<file path="src/rtl/relogio_param_if.sv">
// relogio_param_if: load/enable inputs and encoded digit outputs of the clock.
// master drives EN/LD/load digits (and alarm controls); slave is the clock itself.
interface relogio_param_if;
  logic       EN;
  logic       LD;
  logic [1:0] H_in1;
  logic [3:0] H_in0;
  logic [3:0] M_in1;
  logic [3:0] M_in0;
  logic       PM_in;
  logic [9:0] H_out1;
  logic [9:0] H_out0;
  logic [9:0] M_out1;
  logic [9:0] M_out0;
  logic [9:0] S_out1;
  logic [9:0] S_out0;
  logic       PM;
  logic       tick;
`ifdef RELOGIO_ALARM_EN
  logic       AL_LD;
  logic       AL_ACK;
  logic       AL_ON;

  modport master (
    output EN, LD, H_in1, H_in0, M_in1, M_in0, PM_in, AL_LD, AL_ACK,
    input  H_out1, H_out0, M_out1, M_out0, S_out1, S_out0, PM, tick, AL_ON
  );
  modport slave (
    input  EN, LD, H_in1, H_in0, M_in1, M_in0, PM_in, AL_LD, AL_ACK,
    output H_out1, H_out0, M_out1, M_out0, S_out1, S_out0, PM, tick, AL_ON
  );
`else
  modport master (
    output EN, LD, H_in1, H_in0, M_in1, M_in0, PM_in,
    input  H_out1, H_out0, M_out1, M_out0, S_out1, S_out0, PM, tick
  );
  modport slave (
    input  EN, LD, H_in1, H_in0, M_in1, M_in0, PM_in,
    output H_out1, H_out0, M_out1, M_out0, S_out1, S_out0, PM, tick
  );
`endif
endinterface

</file>
<file path="src/rtl/relogio_param.sv">
// relogio_param: HH:MM:SS clock with prescaler, 12h/24h mode, selectable digit encoding.
// Ports: clk, reset (async, active-high), bus (relogio_param_if.slave). Optional alarm: RELOGIO_ALARM_EN.
module relogio_param #(
  parameter int TICK_DIV  = 1,
  parameter int HOUR_MODE = 24,
  parameter int ENC       = 0
) (
  input logic            clk,
  input logic            reset,
  relogio_param_if.slave bus
);

  localparam int PW = (TICK_DIV > 1) ? $clog2(TICK_DIV) : 1;
  localparam logic [PW-1:0] PMAX = PW'(TICK_DIV - 1);
  localparam bit H12 = (HOUR_MODE == 12);
  localparam logic [1:0] RH1 = H12 ? 2'd1 : 2'd0;
  localparam logic [3:0] RH0 = H12 ? 4'd2 : 4'd0;

  logic [1:0]    h1, h1_n;
  logic [3:0]    h0, h0_n;
  logic [2:0]    m1, m1_n;
  logic [3:0]    m0, m0_n;
  logic [2:0]    s1, s1_n;
  logic [3:0]    s0, s0_n;
  logic          pm, pm_n;
  logic [PW-1:0] pre, pre_n;
  logic          tick_q, tick_n;
  logic          ld_ok;

  function automatic logic hr_ok(logic [1:0] t, logic [3:0] u);
    if (u > 4'd9) return 1'b0;
    if (H12) return (t == 2'd0 && u != 4'd0) || (t == 2'd1 && u <= 4'd2);
    return (t < 2'd2) || (t == 2'd2 && u <= 4'd3);
  endfunction

  // Johnson: 0..5 fill ones from the LSB, 6..9 drain them from the LSB.
  function automatic logic [9:0] enc(logic [3:0] d);
    logic [9:0] o;
    o = '0;
    if (ENC == 1) begin
      o = 10'd1 << d;
    end else if (ENC == 2) begin
      o = {6'd0, d};
    end else if (d <= 4'd5) begin
      o[4:0] = 5'b11111 >> (4'd5 - d);
    end else begin
      o[4:0] = 5'b11111 << (d - 4'd5);
    end
    return o;
  endfunction

  assign ld_ok = hr_ok(bus.H_in1, bus.H_in0)
              && bus.M_in1 <= 4'd5 && bus.M_in0 <= 4'd9;

  always_comb begin
    h1_n   = h1;
    h0_n   = h0;
    m1_n   = m1;
    m0_n   = m0;
    s1_n   = s1;
    s0_n   = s0;
    pm_n   = pm;
    pre_n  = pre;
    tick_n = 1'b0;
    if (bus.LD && ld_ok) begin
      h1_n  = bus.H_in1;
      h0_n  = bus.H_in0;
      m1_n  = bus.M_in1[2:0];
      m0_n  = bus.M_in0;
      s1_n  = '0;
      s0_n  = '0;
      pm_n  = H12 ? bus.PM_in : 1'b0;
      pre_n = '0;
    end else if (bus.EN && pre == PMAX) begin
      pre_n  = '0;
      tick_n = 1'b1;
      if (s0 != 4'd9) begin
        s0_n = s0 + 4'd1;
      end else begin
        s0_n = '0;
        if (s1 != 3'd5) begin
          s1_n = s1 + 3'd1;
        end else begin
          s1_n = '0;
          if (m0 != 4'd9) begin
            m0_n = m0 + 4'd1;
          end else begin
            m0_n = '0;
            if (m1 != 3'd5) begin
              m1_n = m1 + 3'd1;
            end else begin
              m1_n = '0;
              // Hour rollover: 11->12 flips meridiem, 12->01 does not.
              if (H12 && h1 == 2'd1 && h0 == 4'd1) begin
                h0_n = 4'd2;
                pm_n = ~pm;
              end else if (H12 && h1 == 2'd1 && h0 == 4'd2) begin
                h1_n = 2'd0;
                h0_n = 4'd1;
              end else if (!H12 && h1 == 2'd2 && h0 == 4'd3) begin
                h1_n = 2'd0;
                h0_n = 4'd0;
              end else if (h0 == 4'd9) begin
                h1_n = h1 + 2'd1;
                h0_n = 4'd0;
              end else begin
                h0_n = h0 + 4'd1;
              end
            end
          end
        end
      end
    end else if (bus.EN) begin
      pre_n = pre + PW'(1);
    end
  end

  always_ff @(posedge clk or posedge reset) begin
    if (reset) begin
      h1     <= RH1;
      h0     <= RH0;
      m1     <= '0;
      m0     <= '0;
      s1     <= '0;
      s0     <= '0;
      pm     <= 1'b0;
      pre    <= '0;
      tick_q <= 1'b0;
    end else begin
      h1     <= h1_n;
      h0     <= h0_n;
      m1     <= m1_n;
      m0     <= m0_n;
      s1     <= s1_n;
      s0     <= s0_n;
      pm     <= pm_n;
      pre    <= pre_n;
      tick_q <= tick_n;
    end
  end

  assign bus.H_out1 = enc({2'd0, h1});
  assign bus.H_out0 = enc(h0);
  assign bus.M_out1 = enc({1'b0, m1});
  assign bus.M_out0 = enc(m0);
  assign bus.S_out1 = enc({1'b0, s1});
  assign bus.S_out0 = enc(s0);
  assign bus.PM     = pm;
  assign bus.tick   = tick_q;

`ifdef RELOGIO_ALARM_EN
  logic [1:0] ah1;
  logic [3:0] ah0;
  logic [2:0] am1;
  logic [3:0] am0;
  logic       apm;
  logic       al_on;
  logic       al_hit;

  // Match against the time being entered on an advancing edge only.
  always_comb begin
    al_hit = tick_n
          && h1_n == ah1 && h0_n == ah0
          && m1_n == am1 && m0_n == am0
          && s1_n == 3'd0 && s0_n == 4'd0
          && (!H12 || pm_n == apm);
  end

  always_ff @(posedge clk or posedge reset) begin
    if (reset) begin
      ah1   <= RH1;
      ah0   <= RH0;
      am1   <= '0;
      am0   <= '0;
      apm   <= 1'b0;
      al_on <= 1'b0;
    end else begin
      if (bus.AL_LD && ld_ok) begin
        ah1 <= bus.H_in1;
        ah0 <= bus.H_in0;
        am1 <= bus.M_in1[2:0];
        am0 <= bus.M_in0;
        apm <= H12 ? bus.PM_in : 1'b0;
      end
      al_on <= al_hit | (al_on & ~bus.AL_ACK);
    end
  end

  assign bus.AL_ON = al_on;
`endif

endmodule

</file>
<file path="src/flat_wrapper.sv">
// flat-port wrapper written by rule: the top's interface ports become plain ports
module relogio_param_flat 
#(
  parameter int TICK_DIV  = 1,
  parameter int HOUR_MODE = 24,
  parameter int ENC       = 0
)
  (clk, reset, bus_EN, bus_LD, bus_H_in1, bus_H_in0, bus_M_in1, bus_M_in0, bus_PM_in, bus_H_out1, bus_H_out0, bus_M_out1, bus_M_out0, bus_S_out1, bus_S_out0, bus_PM, bus_tick);
  relogio_param_if bus_i ();
  input logic clk;
  input logic reset;
  input wire logic [$bits(bus_i.EN)-1:0] bus_EN;
  input wire logic [$bits(bus_i.LD)-1:0] bus_LD;
  input wire logic [$bits(bus_i.H_in1)-1:0] bus_H_in1;
  input wire logic [$bits(bus_i.H_in0)-1:0] bus_H_in0;
  input wire logic [$bits(bus_i.M_in1)-1:0] bus_M_in1;
  input wire logic [$bits(bus_i.M_in0)-1:0] bus_M_in0;
  input wire logic [$bits(bus_i.PM_in)-1:0] bus_PM_in;
  output wire logic [$bits(bus_i.H_out1)-1:0] bus_H_out1;
  output wire logic [$bits(bus_i.H_out0)-1:0] bus_H_out0;
  output wire logic [$bits(bus_i.M_out1)-1:0] bus_M_out1;
  output wire logic [$bits(bus_i.M_out0)-1:0] bus_M_out0;
  output wire logic [$bits(bus_i.S_out1)-1:0] bus_S_out1;
  output wire logic [$bits(bus_i.S_out0)-1:0] bus_S_out0;
  output wire logic [$bits(bus_i.PM)-1:0] bus_PM;
  output wire logic [$bits(bus_i.tick)-1:0] bus_tick;
  assign bus_i.EN = bus_EN;
  assign bus_i.LD = bus_LD;
  assign bus_i.H_in1 = bus_H_in1;
  assign bus_i.H_in0 = bus_H_in0;
  assign bus_i.M_in1 = bus_M_in1;
  assign bus_i.M_in0 = bus_M_in0;
  assign bus_i.PM_in = bus_PM_in;
  assign bus_H_out1 = bus_i.H_out1;
  assign bus_H_out0 = bus_i.H_out0;
  assign bus_M_out1 = bus_i.M_out1;
  assign bus_M_out0 = bus_i.M_out0;
  assign bus_S_out1 = bus_i.S_out1;
  assign bus_S_out0 = bus_i.S_out0;
  assign bus_PM = bus_i.PM;
  assign bus_tick = bus_i.tick;
  relogio_param #(.TICK_DIV(TICK_DIV), .HOUR_MODE(HOUR_MODE), .ENC(ENC)) u_core (.clk(clk), .reset(reset), .bus(bus_i));
endmodule
</file>
<file path="config.mk">
export PLATFORM = sky130hd
export DESIGN_NAME = relogio_param_flat
export DESIGN_NICKNAME = d
export VERILOG_FILES = /design/src/rtl/relogio_param_if.sv /design/src/rtl/relogio_param.sv /design/src/flat_wrapper.sv
export SDC_FILE = /design/constraint.sdc
export NUM_CORES = 1
export LEC_CHECK = 0
export ABC_AREA = 0
export BUFFER_PORTS_ARGS = -buffer_cell sky130_fd_sc_hd__buf_2
export CAP_MARGIN = 20
export CORE_MARGIN = 1.5
export CORE_UTILIZATION = 53
export CTS_BUF_LIST = sky130_fd_sc_hd__clkbuf_16
export DETAILED_ROUTE_END_ITERATION = 8
export PLACE_DENSITY_LB_ADDON = 0.25
export SLEW_MARGIN = 20
export SYNTH_ARGS = -nofsm -noshare
export SYNTH_HDL_FRONTEND = slang
export SYNTH_SLANG_ARGS = --single-unit
</file>
<file path="constraint.sdc">
create_clock -name clk -period 2.51 [get_ports clk]
set_clock_uncertainty 0.05 [all_clocks]
set_input_delay 0.1255 -clock clk [delete_from_list [all_inputs] [get_ports clk]]
set_output_delay 0.1255 -clock clk [all_outputs]
set_load 0.05 [all_outputs]
</file>
==> run metrics, run 1 <==
Worst Path Buf+Inv 3; Max-Cap Viols 0; Clk Latency, worst-skew pair between 0.2 and 0.3 ns; slew margin rel. 45.27%; FP Rows 26; ys async rst share 100.0%; number of buffers created by CTS 3; Highest Clock Rate around 410 MHz; Chip Width around 75 µm; Remaining DRCs 0; RSZ-0062 raised after global routing yes; DIE AREA 5675 µm²; top cells by area, synth ha_1, dfrtp_1, buf_4, nand2_1, o21ai_0; DR top layer met4; WL met1 around 2400 µm; hold slack final -0.02015 ns; Total Power 3.662 mW; CP delay by family, top compound AO/OA/AOI/OAI gates; routed wire length per instance ~11 µm; Routed WL 5197 µm; met3 WL between 200 and 250 µm; Non-Filler Instances roughly 470; share of layout cells above drive strength 1 20.35%; Setup Crit Path Kind reg2out; root buffer cell clkbuf_16; placed insts about 460; cts hold-fix bufs 0; VDD IR max between 1 and 1.5 mV; total number of H-tree levels 1; CP max-delay cell dfrtp_1; initial antenna violation count 0; clock buffer depth 2; Syn. warnings 0; Synth area leader ha_1; Setup violations, final 0; Setup crit start kind flop; Cells after Synth 348; met2 WL post-DR roughly 2500 µm; total number of vias roughly 2,300; crit path time final 2.413 ns; register area share after synthesis 19.86%; post-synthesis register bit count 22; number of global-route vias before repair roughly 2,000; 1st-iter DRT viols ~110; Post-Syn Area per Cell 7.967 µm²; max-slew violations 0; crit-path max FO 7; count of different cell masters after synthesis 51; DP Worst Slack 0.2072 ns; Worst Tran Pin Value 0.8201 ns; Clock Pin Slew Worst Setup and Hold Paths roughly 0.060 ns; # IOs between 80 and 90; predominant post-synthesis flop cell dfrtp_1; area growth from synthesis to layout 12.32%; grt ovf 0; Hold Fails Final Rpt 22; Pleak 1.644 nW; clk sink count 22; commonest non-fill, non-tap cells in the layout ha_1, nand2_1, buf_2; CP peak stage delay between 0.4 and 0.5 ns; arrival time worst endpoint approximately 2.2 ns; RD Place Congestion 0.8075; Post-synth EDFFs 0; failing checks negative hold slack; Synth Cell Area 2773 µm²; status complete, but fails checks; dpl cell area between 2000 and 3000 µm²; Vias/cell between 5 and 6; Post-Layout Inst Area 3114 µm²; most common cell after layout, fill and taps aside ha_1; Critical Path, Cell by Cell inv_1, ha_1, a21oi_1, or2_2, o32ai_4, inv_1, o22ai_1, clkbuf_4; most frequent cell on the critical path inv_1; Yosys top cell area share roughly 22%; DR pass1 iterations 4; ANT nets after route 0; IO Port Bufs 46; crit end category output port; Antenna Diode Count 0; largest net degree at the start of global routing 23; CTS tree yes; gr usage total a little under a fifth; HP Class in2async; HPWL Detailed ~4000 µm; CP required 2.33 ns; CORE AREA approximately 5100 µm²; Final Net Count roughly 470; Pwr Density about 1200 nW/µm²; period utilization 96.13%; Die Ht ~75 µm; initial core utilization a little over half; setup ws final a little under 0.1 ns; first-pass GRT wire length 8411 µm
-- stage by stage --
stage,utilization (%),setup TNS [ns]
6_report,61.37,0
5_1_grt,61.37,-0.06059
4_1_cts,60.08,0
3_5_place_dp,58.38,0
3_3_place_gp,58.38,0
2_1_floorplan,-,0
-- area by class of cell --
type / instances / area [µm²]
Clock buffer: 3 / 75.07
Inverter: 28 / 105.1
Fill cell: 478 / 1961
Clock inverter: 1 / 3.754
Multi-Input combinational cell: 288 / 1968
Timing Repair Buffer: 56 / 322.8
Tap cell: 70 / 87.58
Sequential cell: 22 / 551.8
-- worst paths after layout --
path / start / endpoint / slack (ns) / cells past startpoint
worst max-delay path: u_core.h0[1] / bus_H_out0[2] / 0.1 / 8
worst min-delay path: reset / u_core.m0[1] / -0.02 / 2
worst max register to register: u_core.s1[1] / u_core.h0[3] / 0.32 / 8
worst min register to register: u_core.pre / u_core.pre / 0.53 / 1
max in group asynchronous: reset / u_core.m0[0] / 1.87 / 2
min in group clk: bus_H_in0[0] / u_core.h0[0] / 0.03 / 3
-- what timing repair did --
item,4_1_cts,5_1_grt
setup buffers,0,2
setup endpoints to repair,2,17
resized for setup,1,19
pin swaps,0,1
-- cells by family (layout without fill, tap and decap cells) --
family | after synthesis | count (layout) | share of synthesized area [%]
flops | 22 | 22 | 19.86
xor+xnor | 1 | 1 | 0.3159
fa+ha+maj | 49 | 49 | 22.11
mux | 6 | 6 | 2.211
buf+inv | 70 | 88 | 14.89
compound gates | 88 | 88 | 19.36
simple gates | 111 | 111 | 21.12
other cells | 1 | 33 | 0.1352
-- registers in the layout, summed over array words and instances (netlist names) --
register         count
u_core.pre           1
u_core.h0            4
u_core.h1            2
u_core.s1            3
u_core.bus.tick      1
u_core.m1            3
u_core.m0            4
u_core.s0            4
-- layer usage --
layer | vias up | track usage [%]
met1 | 1061 | 23.95
met3 | 2 | 3.307
met5 | - | 0
met4 | 0 | 1.389
li1 | 1230 | -
met2 | 54 | 33.24
-- synth_stat cells (2+ instances only) --
| library cell | number |
|---|---|
| nor3_1 | 7 |
| a31oi_1 | 4 |
| o211ai_1 | 2 |
| nand2_1 | 39 |
| a211o_1 | 3 |
| nand3_1 | 3 |
| nand4b_1 | 2 |
| a21oi_1 | 25 |
| buf_4 | 34 |
| o21ai_0 | 27 |
| nor2_1 | 29 |
| nand2b_1 | 5 |
| or2_2 | 4 |
| ha_1 | 49 |
| o21a_1 | 3 |
| or3_1 | 4 |
| inv_1 | 28 |
| and2_1 | 2 |
| dfrtp_1 | 22 |
| and3b_1 | 3 |
| nor2b_1 | 2 |
| clkbuf_1 | 2 |
| mux2i_1 | 5 |
| a211oi_1 | 4 |
| a221o_1 | 2 |
| clkbuf_2 | 3 |
| a21o_1 | 4 |
| o22ai_1 | 5 |
| o21ai_2 | 2 |
| nand3b_1 | 2 |
| nor3b_1 | 2 |
-- where the power goes --
group	internal (mW)	switching (mW)	total, mW
logic	0.803	1.88	2.69
registers	0.457	0.189	0.646
clock network	0.212	0.118	0.330
total	1.47	2.19	3.66
-- worst reg2reg max path, delay by kind of cell (launching register included) --
kind / cells / cell delay [ns]
and+or+nand+nor: 3 / 0.52
DFF: 1 / 0.44
buffers and inverters: 2 / 0.38
adders and majority gates: 1 / 0.37
AOI/OAI and AO/OA: 2 / 0.33
No activity file was read; power rests on OpenSTA's default activity.
==> inputs of run 2 (changes only) <==
--- a/config.mk
+++ b/config.mk
@@ -6,6 +6,7 @@
 export NUM_CORES = 1
 export LEC_CHECK = 0
 export ABC_AREA = 0
+export ABC_CLOCK_PERIOD_IN_PS = 2510
 export BUFFER_PORTS_ARGS = -buffer_cell sky130_fd_sc_hd__buf_2
 export CAP_MARGIN = 20
 export CORE_MARGIN = 1.5
@@ -13,6 +14,7 @@
 export CTS_BUF_LIST = sky130_fd_sc_hd__clkbuf_16
 export DETAILED_ROUTE_END_ITERATION = 8
 export PLACE_DENSITY_LB_ADDON = 0.25
+export RECOVER_POWER = 50
 export SLEW_MARGIN = 20
 export SYNTH_ARGS = -nofsm -noshare
 export SYNTH_HDL_FRONTEND = slang
==> run metrics, run 2 (synthesis gave the netlist of run 1 again) <==
DIE AREA 5675 µm² (unchanged); setup ws final 0.09721 ns (was 0.09723 ns); Setup Crit Path Kind reg2out (unchanged); HPWL Detailed 4111 µm (unchanged); Worst Path Buf+Inv 3 (unchanged); Highest Clock Rate 414.5 MHz (about the same); R2R depth 8 (unchanged); RD Place Congestion 0.8075 (unchanged); Chip Width 75.33 µm (unchanged); clk sink count 22 (unchanged); fillcell total 485 (was 478); gr usage total 18.41% (unchanged); Clock Pin Slew Worst Setup and Hold Paths 0.06 ns (about the same); hold slack final -0.02047 ns (was -0.02015 ns); slew margin rel. 45.32% (was 45.27%); number of buffers created by CTS 3 (unchanged); HP Class in2async (unchanged); Die Ht 75.33 µm (unchanged); Setup crit start kind flop (unchanged); area growth from synthesis to layout 11.42% (was 12.32%); CORE AREA 5075 µm² (unchanged); root buffer cell clkbuf_16 (unchanged); DR pass1 iterations 5 (was 4); NetSw 2.181 mW (was 2.190 mW); FP Rows 26 (unchanged); clock buffer depth 2 (unchanged); CTS tree yes (unchanged); arrival time worst endpoint 2.24 ns (about the same); number of global-route vias before repair 2,008 (unchanged); total number of vias 2,345 (was 2,347); DP Worst Slack 0.2072 ns (unchanged); status complete, but fails checks (unchanged); ANT nets after route 0 (unchanged); Setup violations, final 0 (unchanged); Pleak 1.603 nW (was 1.644 nW); Vias/cell 5.011 (was 5.015); crit end category output port (unchanged); Critical Path, Cell by Cell inv_1, ha_1, a21oi_1, or2_2, o32ai_4, inv_1, o22ai_1, clkbuf_4 (unchanged); RSZ-0062 raised after global routing yes (unchanged); Antenna Diode Count 0 (unchanged); Core Util, Final 60.87% (was 61.37%); initial core utilization 54.64% (unchanged); commonest non-fill, non-tap cells in the layout ha_1, nand2_1, buf_2 (unchanged); internal power component 1.459 mW (was 1.472 mW); Pwr Density 1178 nW/µm² (was 1176 nW/µm²); Remaining DRCs 0 (unchanged); CP max-delay cell dfrtp_1 (unchanged); most frequent cell on the critical path inv_1 (unchanged); 1st-iter DRT viols 137 (was 109); # IOs 81 (unchanged); VDD IR max 1.258 mV (was 1.259 mV); Critical Path Stages 8 (unchanged); leading registers by flop count u_core.h0: 4 flops, u_core.m0: 4 flops, u_core.s0: 4 flops (unchanged); Comb pwr share 73.3% (about the same); Sw Ratio 59.92% (was 59.80%); sequential share of power 17.6% (about the same); share of layout cells above drive strength 1 18.34% (was 20.35%); Max-Cap Viols 0 (unchanged); period utilization 96.13% (about the same); total number of H-tree levels 1 (unchanged); Reg-to-Reg Start u_core.s1[1] (unchanged); flip-flop and latch area 551.8 µm² (unchanged); Final Net Count 467 (unchanged); crit path from u_core.h0[1] (unchanged); CP Capture Point bus_H_out0[2] (unchanged); Total Power 3.640 mW (was 3.662 mW); grt ovf 0 (unchanged); CP required 2.33 ns (about the same); CP delay by family, top compound AO/OA/AOI/OAI gates (unchanged); Routed WL 5167 µm (was 5197 µm); Worst Tran Pin Value 0.8194 ns (was 0.8201 ns); crit path time final 2.413 ns (about the same); CP peak stage delay 0.46 ns (about the same); routed wire length per instance 11.04 µm (was 11.10 µm); IO Port Bufs 46 (unchanged); failing checks negative hold slack (unchanged); max-slew violations 0 (unchanged); Hold Fails Final Rpt 22 (unchanged); Clk Latency, worst-skew pair 0.25 ns (about the same); crit-path max FO 7 (unchanged); Critical R2R Capture u_core.h0[3] (unchanged); first-pass GRT wire length 8411 µm (unchanged); area of the multi-input gates 1953 µm² (was 1968 µm²); r2r setup slk 0.32 ns (about the same); Clk pwr share 9.1% (was 9.0%); largest net degree at the start of global routing 23 (unchanged); most common cell after layout, fill and taps aside ha_1 (unchanged); initial antenna violation count 0 (unchanged)
## run 2: how the worst min path moves through the flow
| stage | startpoint | end | slack [ns] | depth (start not counted) |
|---|---|---|---|---|
| finish | reset | u_core.m0[1] | -0.02 | 2 |
| CTS | reset | u_core.m0[1] | 0.01 | 2 |
| floorplan | reset | u_core.bus.tick | 0.06 | 1 |
| global route | bus_H_in0[0] | u_core.h0[0] | 0.04 | 3 |
| detailed placement | reset | u_core.bus.tick | 0.28 | 2 |
| global placement | reset | u_core.bus.tick | 0.28 | 2 |
## run 2: final cells by class
| type | instances | area share [%] |
|---|---|---|
| sequential | 22 | 17.86 |
| inverter | 28 | 3.402 |
| timing repair buffer | 56 | 10.13 |
| tap | 70 | 2.835 |
| clock buffer | 3 | 2.430 |
| multi-input combinational | 288 | 63.22 |
| clock inverter | 1 | 0.1215 |
## run 2: power groups by stage
stage / logic (mW) / clock network [mW] / registers [mW]
after detailed placement: 2.61 / 0 / 0.645
after floorplan: 2.18 / 0 / 0.599
after global routing: 2.93 / 0.352 / 0.668
after CTS: 2.63 / 0.339 / 0.640
after global placement: 2.57 / 0 / 0.637
final: 2.67 / 0.330 / 0.641
## run 2: metal layers
metal	GRT usage, %	wire length [µm]	vias to the layer above
met4	1.389	9	0
met5	0	0	-
li1	-	-	1229
met2	33.24	2505	51
met3	3.307	202	2
met1	23.95	2449	1063
## run 2: worst reg2reg max path: cells and delay by family, from the launching register on
kind	cells	cell delay [ns]
compound gates	2	0.33
fa+ha+maj	1	0.37
buf+inv	2	0.38
flops	1	0.44
simple gates	3	0.52
## run 2: through the flow
step | setup TNS, ns | hold WS, ns | cell area (µm²) | std cells
after floorplan | 0 | 0.06473 | 2893 | 380
after global placement | 0 | 0.2822 | 2963 | 462
after detailed placement | 0 | 0.2785 | 2963 | 462
after CTS | 0 | 0.01016 | 3049 | 466
after global routing | -0.06059 | 0.04346 | 3089 | 468
final | 0 | -0.02047 | 3089 | 468
## run 2: timing repair
action,in CTS,in global routing
hold buffers,0,0
pin swaps,0,1
setup endpoints to repair,2,17
gates resized for setup,1,19
gates cloned,0,0
buffers inserted,0,2
==> inputs of run 3 (changes only) <==
--- a/config.mk
+++ b/config.mk
@@ -6,7 +6,7 @@
 export NUM_CORES = 1
 export LEC_CHECK = 0
 export ABC_AREA = 0
-export ABC_CLOCK_PERIOD_IN_PS = 2510
+export ABC_CLOCK_PERIOD_IN_PS = 2400
 export BUFFER_PORTS_ARGS = -buffer_cell sky130_fd_sc_hd__buf_2
 export CAP_MARGIN = 20
 export CORE_MARGIN = 1.5
==> constraint.sdc (replaced) <==
create_clock -name clk -period 2.4 [get_ports clk]
set_clock_uncertainty 0.05 [all_clocks]
set_input_delay 0.12 -clock clk [delete_from_list [all_inputs] [get_ports clk]]
set_output_delay 0.12 -clock clk [all_outputs]
set_load 0.05 [all_outputs]
==> run metrics, run 3 (synthesis gave the netlist of run 1 again) <==
Vias/cell 5.023 (was 5.011); Pleak 1.626 nW (was 1.603 nW); Pwr Density 1244 nW/µm² (was 1178 nW/µm²); DIE AREA 5675 µm² (unchanged); Remaining DRCs 0 (unchanged); RSZ-0062 raised after global routing yes (unchanged); 1st-iter DRT viols 76 (was 137); Worst Tran Pin Value 0.8345 ns (was 0.8194 ns); HP Class in2async (unchanged); Post-Layout Inst Area 3151 µm² (was 3089 µm²); Critical Path, Cell by Cell inv_2, ha_2, nand2b_4, o21ai_0, or2_2, o22ai_1, o21bai_1, buf_4 (was inv_1, ha_1, a21oi_1, or2_2, o32ai_4, inv_1, o22ai_1, clkbuf_4); status complete, but fails checks (unchanged); dpl cell area 3007 µm² (was 2963 µm²); Antenna Diode Count 0 (unchanged); max-slew violations 0 (unchanged); # IOs 81 (unchanged); failing checks negative hold slack (unchanged); setup TNS 0 ns (unchanged); gr usage total 18.61% (was 18.41%); grt ovf 0 (unchanged); Worst Path Buf+Inv 2 (was 3); setup bufs post-CTS 0 (unchanged); root buffer cell clkbuf_16 (unchanged); initial antenna violation count 0 (unchanged); CP required 2.23 ns (was 2.33 ns); CP peak stage delay 0.44 ns (was 0.46 ns); hold slack final -0.02455 ns (was -0.02047 ns); total number of vias 2,366 (was 2,345); CORE AREA 5075 µm² (unchanged); FP Rows 26 (unchanged); crit-path max FO 5 (was 7); number of buffers created by CTS 3 (unchanged); Hold Fails Final Rpt 22 (unchanged); crit end category output port (unchanged); fillcell total 482 (was 485); crit path time final 2.282 ns; IO Port Bufs 46 (unchanged); Setup Crit Path Kind reg2out (unchanged); Setup crit start kind flop (unchanged); Clock Pin Slew Worst Setup and Hold Paths 0.06 ns (about the same); HPWL Detailed 4202 µm (was 4111 µm); Clk Latency, worst-skew pair 0.25 ns (about the same); share of layout cells above drive strength 1 21.45% (was 18.34%); ANT nets after route 0 (unchanged); Setup violations, final 0 (unchanged); clk sink count 22 (unchanged); DR pass1 iterations 4 (was 5); CP delay by family, top simple AND/OR/NAND/NOR gates (was compound AO/OA/AOI/OAI gates); initial core utilization 54.64% (unchanged); Chip Width 75.33 µm (unchanged); largest net degree at the start of global routing 23 (unchanged); Routed WL 5336 µm (was 5167 µm); Highest Clock Rate roughly 440 MHz; RD Place Congestion 0.8401 (was 0.8075); most common cell after layout, fill and taps aside ha_1 (unchanged); CP max-delay cell dfrtp_1 (unchanged); Max-Cap Viols 0 (unchanged); CTS tree yes (unchanged); period utilization between 90% and 100%; Final Net Count 470 (was 467); VDD IR max 1.112 mV (was 1.258 mV); arrival time worst endpoint 2.11 ns (was 2.24 ns); commonest non-fill, non-tap cells in the layout ha_1, nand2_1, conb_1 (was ha_1, nand2_1, buf_2); area growth from synthesis to layout 13.63% (was 11.42%); clock buffer depth 2 (unchanged); Die Ht 75.33 µm (unchanged); number of global-route vias before repair 2,013 (was 2,008); slew margin rel. 44.31% (was 45.32%); routed wire length per instance 11.33 µm (was 11.04 µm); first-pass GRT wire length 8424 µm (was 8411 µm); leading registers by flop count u_core.h0: 4 flops, u_core.m0: 4 flops, u_core.s0: 4 flops (unchanged); total number of H-tree levels 1 (unchanged)
-- run 3: changes by cell type in the layout (fill, tap and decap cells not counted), sizes merged --
cell    change
buf         +6
clkbuf      -3
-- run 3: metal layers --
layer | part of all wire, % | vias to the layer above | global-route usage [%] | wire length [µm]
met3 | 3.4 | 2 | 3.175 | 182
met1 | 47 | 1078 | 22.62 | 2501
met5 | 0 | - | 0 | 0
li1 | - | 1235 | - | -
met2 | 49 | 51 | 34.89 | 2636
met4 | 0.30 | 0 | 2.976 | 16
-- run 3: final cells by class --
cell class,count,area [µm²],share of cell area [%]
clock buffer,3,75.07,2.383
inverter,28,105.1,3.336
sequential,22,554.3,17.59
multi-input combinational,288,1976,62.71
timing repair buffer,59,349.1,11.08
clock inverter,1,3.754,0.1191
tap,70,87.58,2.780
-- run 3: stage by stage --
stage | worst slack [ns] | hold WS [ns] | utilization [%] | instances | power [mW]
2_1_floorplan | 0.009045 | 0.05923 | - | 380 | 2.920
3_3_place_gp | 0.2212 | 0.2787 | 59.25 | 467 | 3.401
3_5_place_dp | 0.1881 | 0.2932 | 59.25 | 467 | 3.439
4_1_cts | 0.01276 | 0.01890 | 61.24 | 471 | 3.840
5_1_grt | -0.01152 | 0.03360 | 62.08 | 471 | 4.227
6_report | 0.1184 | -0.02455 | 62.08 | 471 | 3.918
-- run 3: timing repair --
item,CTS,global route
setup endpoints to repair,7,21
gates resized for setup,6,31
hold buffers,0,0
-- run 3: power by group --
part / total, mW / internal, mW / switching, mW / leakage, nW
logic: 2.92 / 0.899 / 2.02 / 1.32
registers: 0.649 / 0.482 / 0.167 / 0.267
clock network: 0.350 / 0.222 / 0.128 / 0.0385
-- run 3: worst paths after layout --
path                               from               to  slack [ns]  cells past startpoint
max in group asynchronous         reset     u_core.m1[0]        1.75                      2
max reg2reg                u_core.s0[1]     u_core.h0[3]        0.29                      8
min in group clk           bus_M_in0[0]     u_core.m0[0]        0.03                      3
min                               reset  u_core.bus.tick       -0.02                      2
max                        u_core.h0[0]    bus_H_out0[4]        0.12                      8
min reg2reg                  u_core.pre       u_core.pre        0.53                      1
